[config.mk]
export PLATFORM = sky130hd
export DESIGN_NAME = ccff_loader
export DESIGN_NICKNAME = d
export VERILOG_FILES = /design/src/rtl/ccff_loader.sv
export SDC_FILE = /design/constraint.sdc
export NUM_CORES = 1
export LEC_CHECK = 0
export ABC_AREA = 1
export CAP_MARGIN = 10
export CORE_ASPECT_RATIO = 1.1
export CORE_UTILIZATION = 35
export CTS_BUF_LIST = sky130_fd_sc_hd__clkbuf_16
export DETAILED_ROUTE_END_ITERATION = 7
export PLACE_DENSITY = 0.65
export SYNTH_ARGS = -nofsm -noshare
export SYNTH_HDL_FRONTEND = slang
export SYNTH_SLANG_ARGS = --single-unit
[constraint.sdc]
create_clock -name prog_clk -period 1.9 [get_ports prog_clk]
set_clock_uncertainty 0.2 [all_clocks]
set_input_delay 0.38 -clock prog_clk [delete_from_list [all_inputs] [get_ports prog_clk]]
set_output_delay 0.38 -clock prog_clk [all_outputs]
set_load 0.01 [all_outputs]
[src/rtl/ccff_loader.sv]
// ccff_loader: streams bitstream words LSB-first into a ccff configuration chain,
// then releases I/O isolation once exactly CHAIN_LEN bits have been clocked in.
module ccff_loader #(
    parameter int CHAIN_LEN = 4,
    parameter int DATA_W    = 8
) (
    input  logic              prog_clk,
    input  logic              prog_reset,
    input  logic              start,
    input  logic [DATA_W-1:0] bs_data,
    input  logic              bs_valid,
    output logic              bs_ready,
    output logic              ccff_head,
    output logic              chain_clk_en,
    output logic              isol_n,
    output logic              busy,
    output logic              done
);
    localparam int BL_W = $clog2(CHAIN_LEN + 1);
    localparam int SC_W = $clog2(DATA_W + 1);

    typedef enum logic [1:0] {IDLE, LOAD, DONE} state_t;

    state_t            r_state;
    logic [BL_W-1:0]   r_bits_left;
    logic [SC_W-1:0]   r_sh_cnt;
    logic [DATA_W-1:0] r_sh;
    logic              r_head;
    logic              w_shift;
    logic [SC_W-1:0]   w_take;

    assign w_shift      = r_sh_cnt != '0;
    // the final word is truncated to the bits the chain still needs
    assign w_take       = (32'(r_bits_left) > DATA_W) ? SC_W'(DATA_W) : SC_W'(r_bits_left);
    assign bs_ready     = (r_state == LOAD) && !w_shift && (r_bits_left != '0);
    assign ccff_head    = w_shift ? r_sh[0] : r_head;
    assign chain_clk_en = w_shift;
    assign busy         = r_state == LOAD;
    assign done         = r_state == DONE;
    assign isol_n       = r_state == DONE;

    always_ff @(posedge prog_clk) begin
        if (prog_reset) begin
            r_state     <= IDLE;
            r_bits_left <= '0;
            r_sh_cnt    <= '0;
            r_sh        <= '0;
            r_head      <= 1'b0;
        end else if (r_state != LOAD && start) begin
            r_state     <= LOAD;
            r_bits_left <= BL_W'(CHAIN_LEN);
            r_sh_cnt    <= '0;
        end else if (r_state == LOAD) begin
            if (w_shift) begin
                r_head      <= r_sh[0];
                r_sh        <= r_sh >> 1;
                r_sh_cnt    <= r_sh_cnt - 1'b1;
                r_bits_left <= r_bits_left - 1'b1;
                if (r_bits_left == BL_W'(1)) r_state <= DONE;
            end else if (bs_valid && bs_ready) begin
                r_sh     <= bs_data;
                r_sh_cnt <= w_take;
            end
        end
    end
endmodule

## Yosys cells after proc, flatten, opt, wreduce, memory -nomap -nowiden

Index checks and enable logic that the tools add are counted.

| word-level totals | value |
|---|---|
| logic and storage cells | 45 |
| register bits | 18 |
| output and inout port bits | 6 |
| input port bits | 12 |

| cells by class | value |
|---|---|
| eq/ne operators | 4 |
| reductions and logical operators | 19 |
| bitwise gates (word level) | 1 |
| add/sub/neg operators | 2 |
| mux-type cells | 12 |

Operator list:

| cell | number |
|---|---|
| $mux 8 | 2 |
| $mux 3 | 3 |
| $reduce_and 3->1 | 3 |
| $mux 4 | 2 |
| $reduce_and 2->1 | 4 |
| $reduce_bool 2->1 | 4 |
| $mux 1 | 5 |
| $logic_and 1x1->1 | 4 |
| $reduce_bool 4->1 | 1 |
| $sub 4x1->4 const B | 1 |
| $eq 3x1->1 const B | 1 |
| $reduce_bool 3->1 | 1 |
| $sub 3x1->3 const B | 1 |
| $eq 2x1->1 const B | 1 |
| $eq 2x2->1 const B | 1 |
| $ne 2x1->1 const B | 1 |
| $reduce_or 2->1 | 1 |
| $logic_not 1->1 | 1 |
| $not 1->1 | 1 |

## Logic depth before layout (Yosys ltp)

| logic depth | value |
|---|---|
| word-level depth | 7 |
| gate-level depth with buffers | 9 |

## Worst setup path before layout

OpenSTA, ideal clock, no wires.

| timing | value |
|---|---|
| kind | reg2out |
| from | register r_sh_cnt[0] |
| to | output port bs_ready |
| cell stages (with the launch flop) | 6 |
| arrival time | 1.145 ns |
| path slack | 0.175 ns |
| path through | dfxtp_1 > inv_1 > ha_1 > nand2_2 > buf_6 > nor3b_1 |

| on the way | value |
|---|---|
| cells in the longest elaborated chain, start to end | 4 |

RTL lines:

| item | RTL line | source |
|---|---|---|
| start, declared | 26 | `logic [SC_W-1:0] r_sh_cnt;` |
| start signal, assigned | 57 | `r_sh_cnt <= r_sh_cnt - 1'b1;` |
| start signal, assigned | 62 | `r_sh_cnt <= w_take;` |
| $reduce_bool 4->1 | 32 | `assign w_shift = r_sh_cnt != '0;` |
| named net chain_clk_en | 14 | `output logic chain_clk_en,` |
| $logic_not 1->1 | 35 | `assign bs_ready = (r_state == LOAD) && !w_shift && (r_bits_left != '0);` |
| $logic_and 1x1->1 (2 in a row) | 35 |  |
| end, declared | 12 | `output logic bs_ready,` |

The timed path passes the listed nets, and every way through them passes these cells.

## Worst setup path in the final report

| timing | value |
|---|---|
| from | register r_sh_cnt[1] |
| to | output port bs_ready |

| on the way | value |
|---|---|
| cells in the longest elaborated chain, start to end | 4 |

RTL lines:

| item | RTL line |
|---|---|
| $reduce_bool 4->1 | 32 |
| $logic_not 1->1 | 35 |
| $logic_and 1x1->1 (2 in a row) | 35 |

No other way between the ends.

==> flow_results.org <==
** Outcome
- The flow ran to the end, and the final reports show no timing, DRC or antenna violations.

** Floorplanning
- Die area :: roughly 3200 sq um
- For this configuration, the core starts out at a cell density of between 30% and 40%.
- From left edge to right edge, the die measures between 50 and 60 um.
- 18 I/O pins were placed.
- Die height :: just under 60 um
- Core box area :: 2800 sq um
- The floorplan has 20 rows.

** Routing
- Drt first-iter violations :: 16
- The detailed router placed 1,045 vias in this run.
- The first detailed-routing pass ran for 4 iterations.
- Routed length per placed instance :: approximately 11 um
- Average vias per placed instance :: 4.64
- Wires add up to 2.42 mm.
- Remaining design rule violation count :: 0
- In this run the remaining antenna-violating nets after routing total 0.

** Setup path
- Critical path type :: flip-flop to output port
- The worst setup path is launched from a flip-flop.
- Number of cells on the worst reg-to-reg path :: 9
- CP Data Required Time :: roughly 1.3 ns
- Critical Path Sink Type :: output port
- Setup slack of the most critical reg-to-reg path :: roughly 0.25 ns
- Endpoint of the most critical register-to-register path :: r_sh[4]$_SDFFE_PP0P_
- Worst Path Arrival :: between 1 and 1.5 ns
- Of all nets on the critical path, the largest fanout is 4.
- The startpoint identified for the worst register-to-register timing path is r_bits_left[0]$_SDFFE_PP0P_.

** Global routing
- Overall overflow remaining after global route :: 0
- Across every metal layer, demand over resource in global routing totals 18.0%.
- Pin count of the biggest net entering global routing :: 13
- The number of antenna violations at the first check in global routing was 0.
- The first global-routing pass estimated about 4.1 mm of wire.
- Via count of the first global-routing pass :: around 1,000

** Logic synthesis
- Averaged over all synthesized cells, the footprint is just under 7 sq um.
- Of the synthesized area, sequential elements account for between 30% and 40%.
- Summing every instance area after synthesis gives approximately 1000 sq um.
- Area fraction of the dominant cell type after synthesis :: between 30% and 40%
- Unique cell type count in the Yosys netlist :: 23
- Counting flops and latches in the post-synthesis netlist gives 18.
- Mapped Cells :: around 150
- During synthesis, Yosys emitted a total of 0 warnings.
- Yosys attributes the largest share of cell area to sky130_fd_sc_hd__dfxtp_1 35%, sky130_fd_sc_hd__nand2_1 16%, sky130_fd_sc_hd__nor2_1 9.8%, sky130_fd_sc_hd__inv_1 5.1%, sky130_fd_sc_hd__ha_1 4.8%.
- The number of nets in the synthesized netlist is between 150 and 200.
- Top cell type by total area after synthesis :: sky130_fd_sc_hd__dfxtp_1

** Job
- The tool flagged a number of max-cap violations equal to 0.

** Clock network
- At the later pin of the worst-skew pair, clock insertion delay measures 0.25 ns.
- Num CTS Buffers :: 3
- The root buffer cell chosen for the clock tree is sky130_fd_sc_hd__clkbuf_16.
- CTS built an H-tree with a depth of 1.
- Clk pin slew, worst setup/hold paths :: approximately 0.05 ns
- Counting every sink on the clock net gives 18.
- CTS tree :: built
- Cts hold-fix bufs :: 0
- Clock buffer depth :: 2

** Power
- The design draws between 1 and 1.5 mW.
- Total power per unit cell area :: ~770 nW/um^2
- Standby leakage power :: about 0.76 nW
- Max IR drop VDD :: 510 uV

** Hold path
- Hold path depth :: 2
- Worst Hold Endpoint :: r_head$_SDFFE_PP0P_
- Tightest Hold Check Type :: flip-flop to flip-flop
- Startpoint of the lowest-slack hold path :: r_head$_SDFFE_PP0P_

** Placed design
- Placer congestion estimate :: between 0.7 and 0.8
- During placement, the flow inserted port buffers numbering 17.
- The wire-length estimate of the detail-placed layout is 1.82 mm.
- Placed insts :: 217

** Cells and area
- Area grow syn2layout :: 41.9%
- Once layout is complete, the cells apart from fillers number approximately 230.
- Most frequent standard cell in the layout excluding fill and tap cells :: sky130_fd_sc_hd__nand2_1
- Final antenna diode count :: 0
- Ratio of cells with drive above 1 in the final layout :: a little over a quarter
- After the last flow step, the layout net total stands at roughly 210.
- The top cell types in the final layout, fill and taps aside, are 44 x sky130_fd_sc_hd__nand2_1, 27 x sky130_fd_sc_hd__nor2_1, 22 x sky130_fd_sc_hd__buf_4, 16 x sky130_fd_sc_hd__dfxtp_1, 12 x sky130_fd_sc_hd__inv_1.

** Timing
- The routed design could run at a clock period as short as roughly 1.9 ns.
- Setup violations remaining at the end of the flow were counted as 0.
- Least-Margin Pin Slew :: 0.156 ns
- Setup repair after global routing could not meet its margin everywhere.
- Max-slew violations :: 0
- Measured against its own limit, the worst slew margin works out to between 80% and 90%.
- Of the available clock period, the critical path in the final layout requires 98.0%.
- Fmax :: 537 MHz
- Final-report hold violation count :: 0
==> final cells by class <==
type | count | area [sq um]
clock buffers | 3 | 75.1
clock inverters | 1 | 3.75
fillers | 284 | 1330
inverters | 18 | 70.1
multi-input cells | 112 | 586
flip-flops and latches | 18 | 363
well taps | 33 | 41.3
repair buffers | 40 | 335
==> metal layers <==
metal  track usage (%)  wire [um]
met5                 0          0
met1              19.7       1040
met4              11.3        102
met3              2.82        108
met2              31.4       1180
==> synth_stat cells <==
library cell               count
sky130_fd_sc_hd__nand2_1      44
sky130_fd_sc_hd__nor2_1       27
sky130_fd_sc_hd__dfxtp_1      18
sky130_fd_sc_hd__inv_1        14
sky130_fd_sc_hd__o21ai_1       8
sky130_fd_sc_hd__nand2_2       5
sky130_fd_sc_hd__nand3_1       5
sky130_fd_sc_hd__o21ai_0       5
sky130_fd_sc_hd__a21oi_1       4
sky130_fd_sc_hd__ha_1          4
sky130_fd_sc_hd__inv_2         3
sky130_fd_sc_hd__a21oi_2       2
sky130_fd_sc_hd__buf_6         2
sky130_fd_sc_hd__nand2_4       2
sky130_fd_sc_hd__buf_4         1
sky130_fd_sc_hd__buf_8         1
sky130_fd_sc_hd__inv_4         1
sky130_fd_sc_hd__nand3_4       1
sky130_fd_sc_hd__nand3b_1      1
sky130_fd_sc_hd__nor2_2        1
sky130_fd_sc_hd__nor2_8        1
sky130_fd_sc_hd__nor3b_1       1
sky130_fd_sc_hd__o22ai_1       1
==> flip-flops by register name, summed over array words and instances, names as in the netlist <==
| signal | count |
|---|---|
| r_sh_cnt | 4 |
| r_bits_left | 3 |
| r_state | 2 |
| r_head | 1 |
| r_sh | 8 |
==> report_power, final <==
group	internal (mW)	switching (mW)	total, mW
logic	0.134	0.153	0.287
registers	0.403	0.0149	0.418
clock network	0.280	0.143	0.422
==> kinds of logic (layout without fill, tap and decap cells) <==
logic type	after synthesis	count (layout)	synth area share, %
buf+inv	22	62	11.1
simple gates	88	88	38.9
fa+ha+maj	4	4	4.82
compound gates	20	20	10.5
flops	18	18	34.7
==> worst max-delay path by stage <==
stage                     slack [ns]      endpoint  cells past startpoint                startpoint
after CTS                       0.01     ccff_head                      7  r_sh_cnt[0]$_SDFFE_PP0P_
after global placement         -0.13  chain_clk_en                      5  r_sh_cnt[0]$_SDFFE_PP0P_
final                           0.04      bs_ready                      6  r_sh_cnt[1]$_SDFFE_PP0P_
after detailed placement       -0.17  chain_clk_en                      5  r_sh_cnt[0]$_SDFFE_PP0P_
after floorplan                 0.18      bs_ready                      5  r_sh_cnt[0]$_SDFFE_PP0P_
after global routing           -0.03      bs_ready                      6  r_sh_cnt[1]$_SDFFE_PP0P_
==> metrics by stage <==
step	setup TNS [ns]	setup WS, ns	util, %	instance area (sq um)	hold slack (ns)
global placement	-0.335	-0.130	48.1	1350	0.281
CTS	0	0.0108	51.8	1450	0.295
global route	-0.0333	-0.0333	52.6	1470	0.306
floorplan	0	0.175	-	1040	0.242
detailed placement	-0.461	-0.169	48.1	1350	0.286
finish	0	0.0377	52.6	1470	0.291
==> critical path: stages (launching register included) <==
cell and delay [ns]:
sky130_fd_sc_hd__dfxtp_2 0.32, sky130_fd_sc_hd__inv_2 0.08, sky130_fd_sc_hd__ha_4 0.15, sky130_fd_sc_hd__nand2_4 0.07, sky130_fd_sc_hd__buf_6 0.13, sky130_fd_sc_hd__nor3b_2 0.13, sky130_fd_sc_hd__buf_2 0.15
==> repair_timing <==
| item | CTS | global route |
|---|---|---|
| setup buffers | 1 | 3 |
| setup endpoints to repair | 4 | 5 |
| hold endpoints to repair | 0 | 0 |
| pin swaps | 1 | 1 |
| resized for setup | 15 | 7 |
(Power assumes the default switching activity.)
